### src/rtl/ahb_pkg.sv
// ahb_pkg: shared AHB-Lite encodings and the manager FSM state type.
//   HTRANS_* : transfer type codes (IDLE, BUSY, NONSEQ, SEQ)
//   HSIZE_*  : transfer size codes (only BYTE is used by the manager)
//   HBURST_* : burst type codes (only SINGLE is used by the manager)
//   HRESP_*  : subordinate response codes (OKAY, ERROR)
//   state_e  : manager FSM state (ST_OKAY, ST_ERR)
package ahb_pkg;
    localparam logic [1:0] HTRANS_IDLE   = 2'b00;
    localparam logic [1:0] HTRANS_BUSY   = 2'b01;
    localparam logic [1:0] HTRANS_NONSEQ = 2'b10;
    localparam logic [1:0] HTRANS_SEQ    = 2'b11;
    localparam logic [2:0] HSIZE_BYTE    = 3'b000;
    localparam logic [2:0] HBURST_SINGLE = 3'b000;
    localparam logic       HRESP_OKAY    = 1'b0;
    localparam logic       HRESP_ERROR   = 1'b1;
    typedef enum logic {ST_OKAY, ST_ERR} state_e;
endpackage

### src/rtl/ahb_manager.sv
// ahb_manager: single-transfer AHB-Lite manager with a pipelined address slot and data slot.
//   hclk, hreset_n               : bus clock, asynchronous active-low reset
//   cmd_valid/ready/write/addr/wdata : command request channel (valid/ready handshake)
//   rsp_valid/rdata/err          : one-cycle completion pulse, in acceptance order
//   haddr/htrans/hwrite/hsize/hburst/hwdata : registered AHB-Lite manager outputs
//   hready/hresp/hrdata          : subordinate response
module ahb_manager
    import ahb_pkg::*;
#(
    parameter int ADDR_W = 8,
    parameter int DATA_W = 8
) (
    input  logic              hclk,
    input  logic              hreset_n,
    input  logic              cmd_valid,
    output logic              cmd_ready,
    input  logic              cmd_write,
    input  logic [ADDR_W-1:0] cmd_addr,
    input  logic [DATA_W-1:0] cmd_wdata,
    output logic              rsp_valid,
    output logic [DATA_W-1:0] rsp_rdata,
    output logic              rsp_err,
    output logic [ADDR_W-1:0] haddr,
    output logic [1:0]        htrans,
    output logic              hwrite,
    output logic [2:0]        hsize,
    output logic [2:0]        hburst,
    output logic [DATA_W-1:0] hwdata,
    input  logic              hready,
    input  logic              hresp,
    input  logic [DATA_W-1:0] hrdata
);
    state_e              state_q, state_d;
    // address slot
    logic                a_vld_q, a_vld_d;
    logic [ADDR_W-1:0]   haddr_q, haddr_d;
    logic                hwrite_q, hwrite_d;
    logic [DATA_W-1:0]   a_wdata_q, a_wdata_d;
    logic [1:0]          htrans_q, htrans_d;
    // data slot
    logic                d_vld_q, d_vld_d;
    logic                d_write_q, d_write_d;
    logic [DATA_W-1:0]   hwdata_q, hwdata_d;
    // response
    logic                rsp_valid_q, rsp_valid_d;
    logic [DATA_W-1:0]   rsp_rdata_q, rsp_rdata_d;
    logic                rsp_err_q, rsp_err_d;
    logic                accept;

    // Reset is folded in so cmd_ready drops the moment hreset_n is asserted.
    assign cmd_ready = hreset_n && state_q == ST_OKAY && (!a_vld_q || (hready && !hresp));
    assign accept    = cmd_valid && cmd_ready;

    assign haddr     = haddr_q;
    assign htrans    = htrans_q;
    assign hwrite    = hwrite_q;
    assign hwdata    = hwdata_q;
    assign hsize     = HSIZE_BYTE;
    assign hburst    = HBURST_SINGLE;
    assign rsp_valid = rsp_valid_q;
    assign rsp_rdata = rsp_rdata_q;
    assign rsp_err   = rsp_err_q;

    always_comb begin
        state_d     = state_q;
        a_vld_d     = a_vld_q;
        haddr_d     = haddr_q;
        hwrite_d    = hwrite_q;
        a_wdata_d   = a_wdata_q;
        d_vld_d     = d_vld_q;
        d_write_d   = d_write_q;
        hwdata_d    = hwdata_q;
        rsp_valid_d = 1'b0;
        rsp_rdata_d = '0;
        rsp_err_d   = 1'b0;
        if (state_q == ST_ERR) begin
            // Second ERROR cycle: the erroring transfer ends; the address slot was
            // never really issued (htrans IDLE) so it stays put for re-issue.
            if (hready) begin
                state_d     = ST_OKAY;
                d_vld_d     = 1'b0;
                rsp_valid_d = d_vld_q;
                rsp_err_d   = d_vld_q;
            end
        end else begin
            if (hready) begin
                // hresp high with hready high is a protocol error, still ends the transfer.
                rsp_valid_d = d_vld_q;
                rsp_err_d   = d_vld_q && hresp;
                rsp_rdata_d = (d_vld_q && !d_write_q && !hresp) ? hrdata : '0;
                d_vld_d     = a_vld_q;
                d_write_d   = hwrite_q;
                hwdata_d    = a_vld_q ? a_wdata_q : hwdata_q;
                a_vld_d     = 1'b0;
            end else if (hresp) begin
                state_d = ST_ERR;
            end
            if (accept) begin
                a_vld_d   = 1'b1;
                haddr_d   = cmd_addr;
                hwrite_d  = cmd_write;
                a_wdata_d = cmd_wdata;
            end
        end
        htrans_d = (a_vld_d && state_d == ST_OKAY) ? HTRANS_NONSEQ : HTRANS_IDLE;
    end

    always_ff @(posedge hclk or negedge hreset_n) begin
        if (!hreset_n) begin
            state_q     <= ST_OKAY;
            a_vld_q     <= 1'b0;
            haddr_q     <= '0;
            hwrite_q    <= 1'b0;
            a_wdata_q   <= '0;
            htrans_q    <= HTRANS_IDLE;
            d_vld_q     <= 1'b0;
            d_write_q   <= 1'b0;
            hwdata_q    <= '0;
            rsp_valid_q <= 1'b0;
            rsp_rdata_q <= '0;
            rsp_err_q   <= 1'b0;
        end else begin
            state_q     <= state_d;
            a_vld_q     <= a_vld_d;
            haddr_q     <= haddr_d;
            hwrite_q    <= hwrite_d;
            a_wdata_q   <= a_wdata_d;
            htrans_q    <= htrans_d;
            d_vld_q     <= d_vld_d;
            d_write_q   <= d_write_d;
            hwdata_q    <= hwdata_d;
            rsp_valid_q <= rsp_valid_d;
            rsp_rdata_q <= rsp_rdata_d;
            rsp_err_q   <= rsp_err_d;
        end
    end
endmodule

### config.mk
export PLATFORM = sky130hd
export DESIGN_NAME = ahb_manager
export DESIGN_NICKNAME = d
export VERILOG_FILES = /design/src/rtl/ahb_pkg.sv /design/src/rtl/ahb_manager.sv
export SDC_FILE = /design/constraint.sdc
export NUM_CORES = 1
export LEC_CHECK = 0
export CORE_MARGIN = 8
export CORE_UTILIZATION = 42
export DETAILED_ROUTE_END_ITERATION = 10
export PLACE_DENSITY = 0.89
export SETUP_SLACK_MARGIN = 0.2
export SLEW_MARGIN = 20
export SYNTH_ARGS = -nofsm -noshare
export SYNTH_HDL_FRONTEND = slang
export SYNTH_SLANG_ARGS = --single-unit
### constraint.sdc
create_clock -name hclk -period 2 [get_ports hclk]
set_input_delay 0.4 -clock hclk [delete_from_list [all_inputs] [get_ports hclk]]
set_output_delay 0.4 -clock hclk [all_outputs]
set_load 0.1 [all_outputs]
Yosys cells after proc, flatten, opt, wreduce, memory -nomap -nowiden
Cells that the tools add are included.

word-level totals
  bits in writable memories = 0
  register bits = 41
  bits in read-only memories = 0
  memories = 0
  bits in latches = 0
  input bits = 30
  logic and storage cells = 46

operators by class
  reduce and logical (&&, ||, !) cells = 15
  divide/modulo/power cells = 0
  shifts and indexed selects = 0
  multiplexer cells = 17
  order comparisons = 0
  bitwise gates (word level) = 2
  multipliers = 0
  equal/unequal tests = 0
  add/sub/neg operators = 0

operator list
  cell                 count
  2-to-1 mux 8 bit     3
  2-to-1 mux 1 bit     13
  logical AND 1 bit    8
  AND reduction 2 bit  2
  logical NOT 1 bit    3
  AND reduction 3 bit  1
  2-to-1 mux 2 bit     1
  NOT 1 bit            2
  logical OR 1 bit     1

Logic depth before layout (Yosys ltp)
  depth after elaboration = 9
  mapped depth = 4

Worst setup path after synthesis
Ideal clock, no wire load.

  kind = input -> output
  start point = in hresp
  end point = out cmd_ready
  stages = 2
  required time = 1.600 ns
  slack = -0.489 ns
  arrival = 2.089 ns
  cell sequence = nand2b_2 -> a21oi_1

on the way
  cells in the longest elaborated chain, start to end = 4

RTL lines
  element            RTL line           text
  from (decl)        ahb_manager.sv:30  input logic hresp,
  logical NOT 1 bit  ahb_manager.sv:51  assign cmd_ready = hreset_n && state_q == ST_OKAY && (!a_vld_q || (hready && !hresp));
  logical AND 1 bit  ahb_manager.sv:51
  logical OR 1 bit   ahb_manager.sv:51
  logical AND 1 bit  ahb_manager.sv:51
  to (decl)          ahb_manager.sv:16  output logic cmd_ready,

Every way passes these cells.

Worst setup path in the final report
Ends and elaborated chain as after synthesis.

==> flow_metrics.py <==
metrics = {
    "critical_path": {
        "path_class": "input pin to primary output",
        "start_kind": "input pin",
        "cp_num_buf_inv": 3,
        "critical-path-top-delay-family": "buffers and inverters",
        "cp_max_fo": 3,
        "critPathSlowestCell": "dlygate4sd2_1",
        "cp_data_arrival_time_ps": 1310,
        "max_stage_delay_ps": 260,
        "crit_chain": "dlygate4sd2_1 -> nand2b_4 -> buf_4 -> a21oi_4 -> buf_12",
        "critical_path_required_ps": 1600,
        "endpoint_kind": "primary output",
    },
    "floorplan": {
        "die_w_um": 76.8,
        "rows": 22,
        "fp.dieArea_um2": 5900,
        "die_h_um": 76.8,
        "start_util_pct": 43.1,
        "coreArea_um2": 3610,
        "pin_count": 66,
    },
    "synth": {
        "synth_top_area_share_pct": 64.4,
        "seq_area_frac_synth_pct": 64.4,
        "synthCells": 101,
        "synth.avg_cell_area_um2": 15.4,
        "synth_area_um2": 1550,
        "yosysWarnings": 0,
        "yosysTopAreaCell": "dfrtp_1",
        "synth.ff_latch_count": 40,
        "synth_area_leaders": "dfrtp_1 64%, mux2_2 13%, mux2_4 7.7%",
        "synth.distinct_cells": 19,
    },
    "cells_and_area": {
        "nNetsFinal": 201,
        "nFillCells": 291,
        "drive_gt1_share_pct": 42.7,
        "final_cells": 219,
        "syn_to_final_growth_pct": 43.4,
        "antenna_cells": 0,
    },
    "placement": {
        "hpwl_um": 2630,
        "place_inst": 212,
        "numPortBuffers": 58,
        "gp_congestion": 0.663,
        "post-place-ws_ps": -33.5,
    },
    "drt": {
        "vias": 970,
        "wirelength_um": 3290,
        "drtIter0Drc": 34,
        "wl_per_cell_um": 15.0,
        "drtAntennaViolNets": 0,
        "firstDrtPassIters": 2,
        "drc": 0,
        "drt-vias-per-instance": 4.43,
    },
    "clock_tree": {
        "clk_latency_ps": 280,
        "htree_levels": 2,
        "cts_made_buffers": 5,
        "cts_hold_buffers": 0,
        "cts_sinks": 40,
        "cts_root_buffer": "clkbuf_8",
        "cts_max_path_buffers": 2,
        "path_clk_slew_ps": 70,
        "cts_tree": "yes",
    },
    "sta": {
        "max_freq_mhz": 584,
        "rsz0062_at_grt": "no",
        "fin_skew_ps": 4.36,
        "layout_min_cycle_time_ps": 1710,
        "setup_ws_ps": 287,
        "hold_violations": 0,
        "setup_violations": 0,
        "drv_slew": 0,
        "period_share_pct": 85.7,
    },
    "global_route": {
        "gr-total-overflow": 0,
        "track_usage_pct": 11.7,
        "antenna_found_initial": 0,
        "grt_pass1_wl_um": 5430,
        "grt_pass1_vias": 1173,
        "grt_max_degree": 41,
    },
    "power": {
        "p_leak_uw": 0.00108,
        "peakVddDrop_uv": 956,
        "power_density_nw_per_um2": 1470,
    },
    "job": {
        "maxCapViolations": 0,
    },
    "hold_path": {
        "hp-class": "input pin to async pin",
    },
    "run_status": {
        "status": "complete, no violations",
    },
}
==> report_power, final <==
part	switching, µW	total [µW]	internal (µW)
Combinational	1270	1680	415
Clock	245	482	237
Sequential	107	1110	1000
==> through the flow <==
step                hold WS, ps  TNS (ps)  total power [µW]  instance area, µm²  utilization (%)
finish                      190         0              3280                2230             61.8
detailed placement          495      -387              2820                2150             59.6
global route                219         0              3410                2230             61.8
CTS                         202         0              3310                2230             61.8
floorplan                   104         0              2440                1590                -
global placement            487         0              2790                2150             59.6
==> synthesized netlist by cell type <==
master,n
a211oi_4,1
nand2b_1,1
nor2_1,3
buf_4,7
o21ai_0,1
nand2b_2,1
o22a_1,1
or2_2,1
nor2b_1,2
dfrtp_1,40
buf_8,1
and2_1,8
nor4_1,1
mux2_2,18
inv_1,3
mux2_4,8
a21oi_1,1
nand2_1,2
conb_1,1
==> timing repair <==
| action | in CTS | in global routing |
|---|---|---|
| buffers inserted | 0 | 0 |
| gates resized for setup | 3 | 0 |
| setup endpoints to repair | 1 | 0 |
==> cell usage in the layout (no fill, tap or decap), drive strengths merged, types with 2 or more instances in the layout <==
master and n:
conb 7, mux2 26, nor2 3, buf 37
clkdlybuf4s50 26, inv 3, dfrtp 40, clkbuf 6
nand2 2, and2 8, dlygate4sd2 2, nand2b 2
nor2b 2
==> path summary, 6_finish.rpt <==
path                                 to  slack [ps]    startpoint  cells after the start
setup / recovery              cmd_ready         290         hresp                      5
hold / removal             rsp_rdata[0]         190      hreset_n                      2
setup reg to reg               haddr[6]         410       state_q                      4
hold reg to reg            a_wdata_q[0]         510  a_wdata_q[0]                      1
max in group asynchronous      haddr[1]        1470      hreset_n                      2
min in group hclk          a_wdata_q[0]         510  a_wdata_q[0]                      1
==> final cells by class <==
type | instances | area, µm² | share of cell area, %
clock buffers | 6 | 72.6 | 3.26
clock inverters | 1 | 5.00 | 0.225
inverters | 3 | 11.3 | 0.505
multi-input cells | 56 | 513 | 23.0
flip-flops and latches | 40 | 1000 | 44.9
well taps | 48 | 60.1 | 2.70
repair buffers | 65 | 566 | 25.4
==> state kept, by name, summed over array words and instances (netlist names) <==
register,flops
htrans,1
a_wdata_q,8
rsp_rdata,8
rsp_valid,1
hwdata,8
d_write_q,1
rsp_err,1
d_vld_q,1
haddr,8
a_vld_q,1
hwrite,1
state_q,1
==> kinds of logic (layout without fill, tap and decap cells) <==
logic type	count (synthesis)	in the layout	share of synthesized area, %
DFF	40	40	64.4
muxes	26	26	20.8
and+or+nand+nor	19	19	7.01
buffers and inverters	11	75	5.07
AOI/OAI and AO/OA	4	4	2.50
other	1	7	0.241
==> metal layers <==
metal	vias to the layer above	global-route usage [%]	routed length (µm)
li1	458	-	-
met1	476	11.0	1210
met2	31	20.9	1810
met3	5	5.01	195
met4	0	6.35	78
met5	-	0	0
No activity file was read; power rests on OpenSTA's default activity.
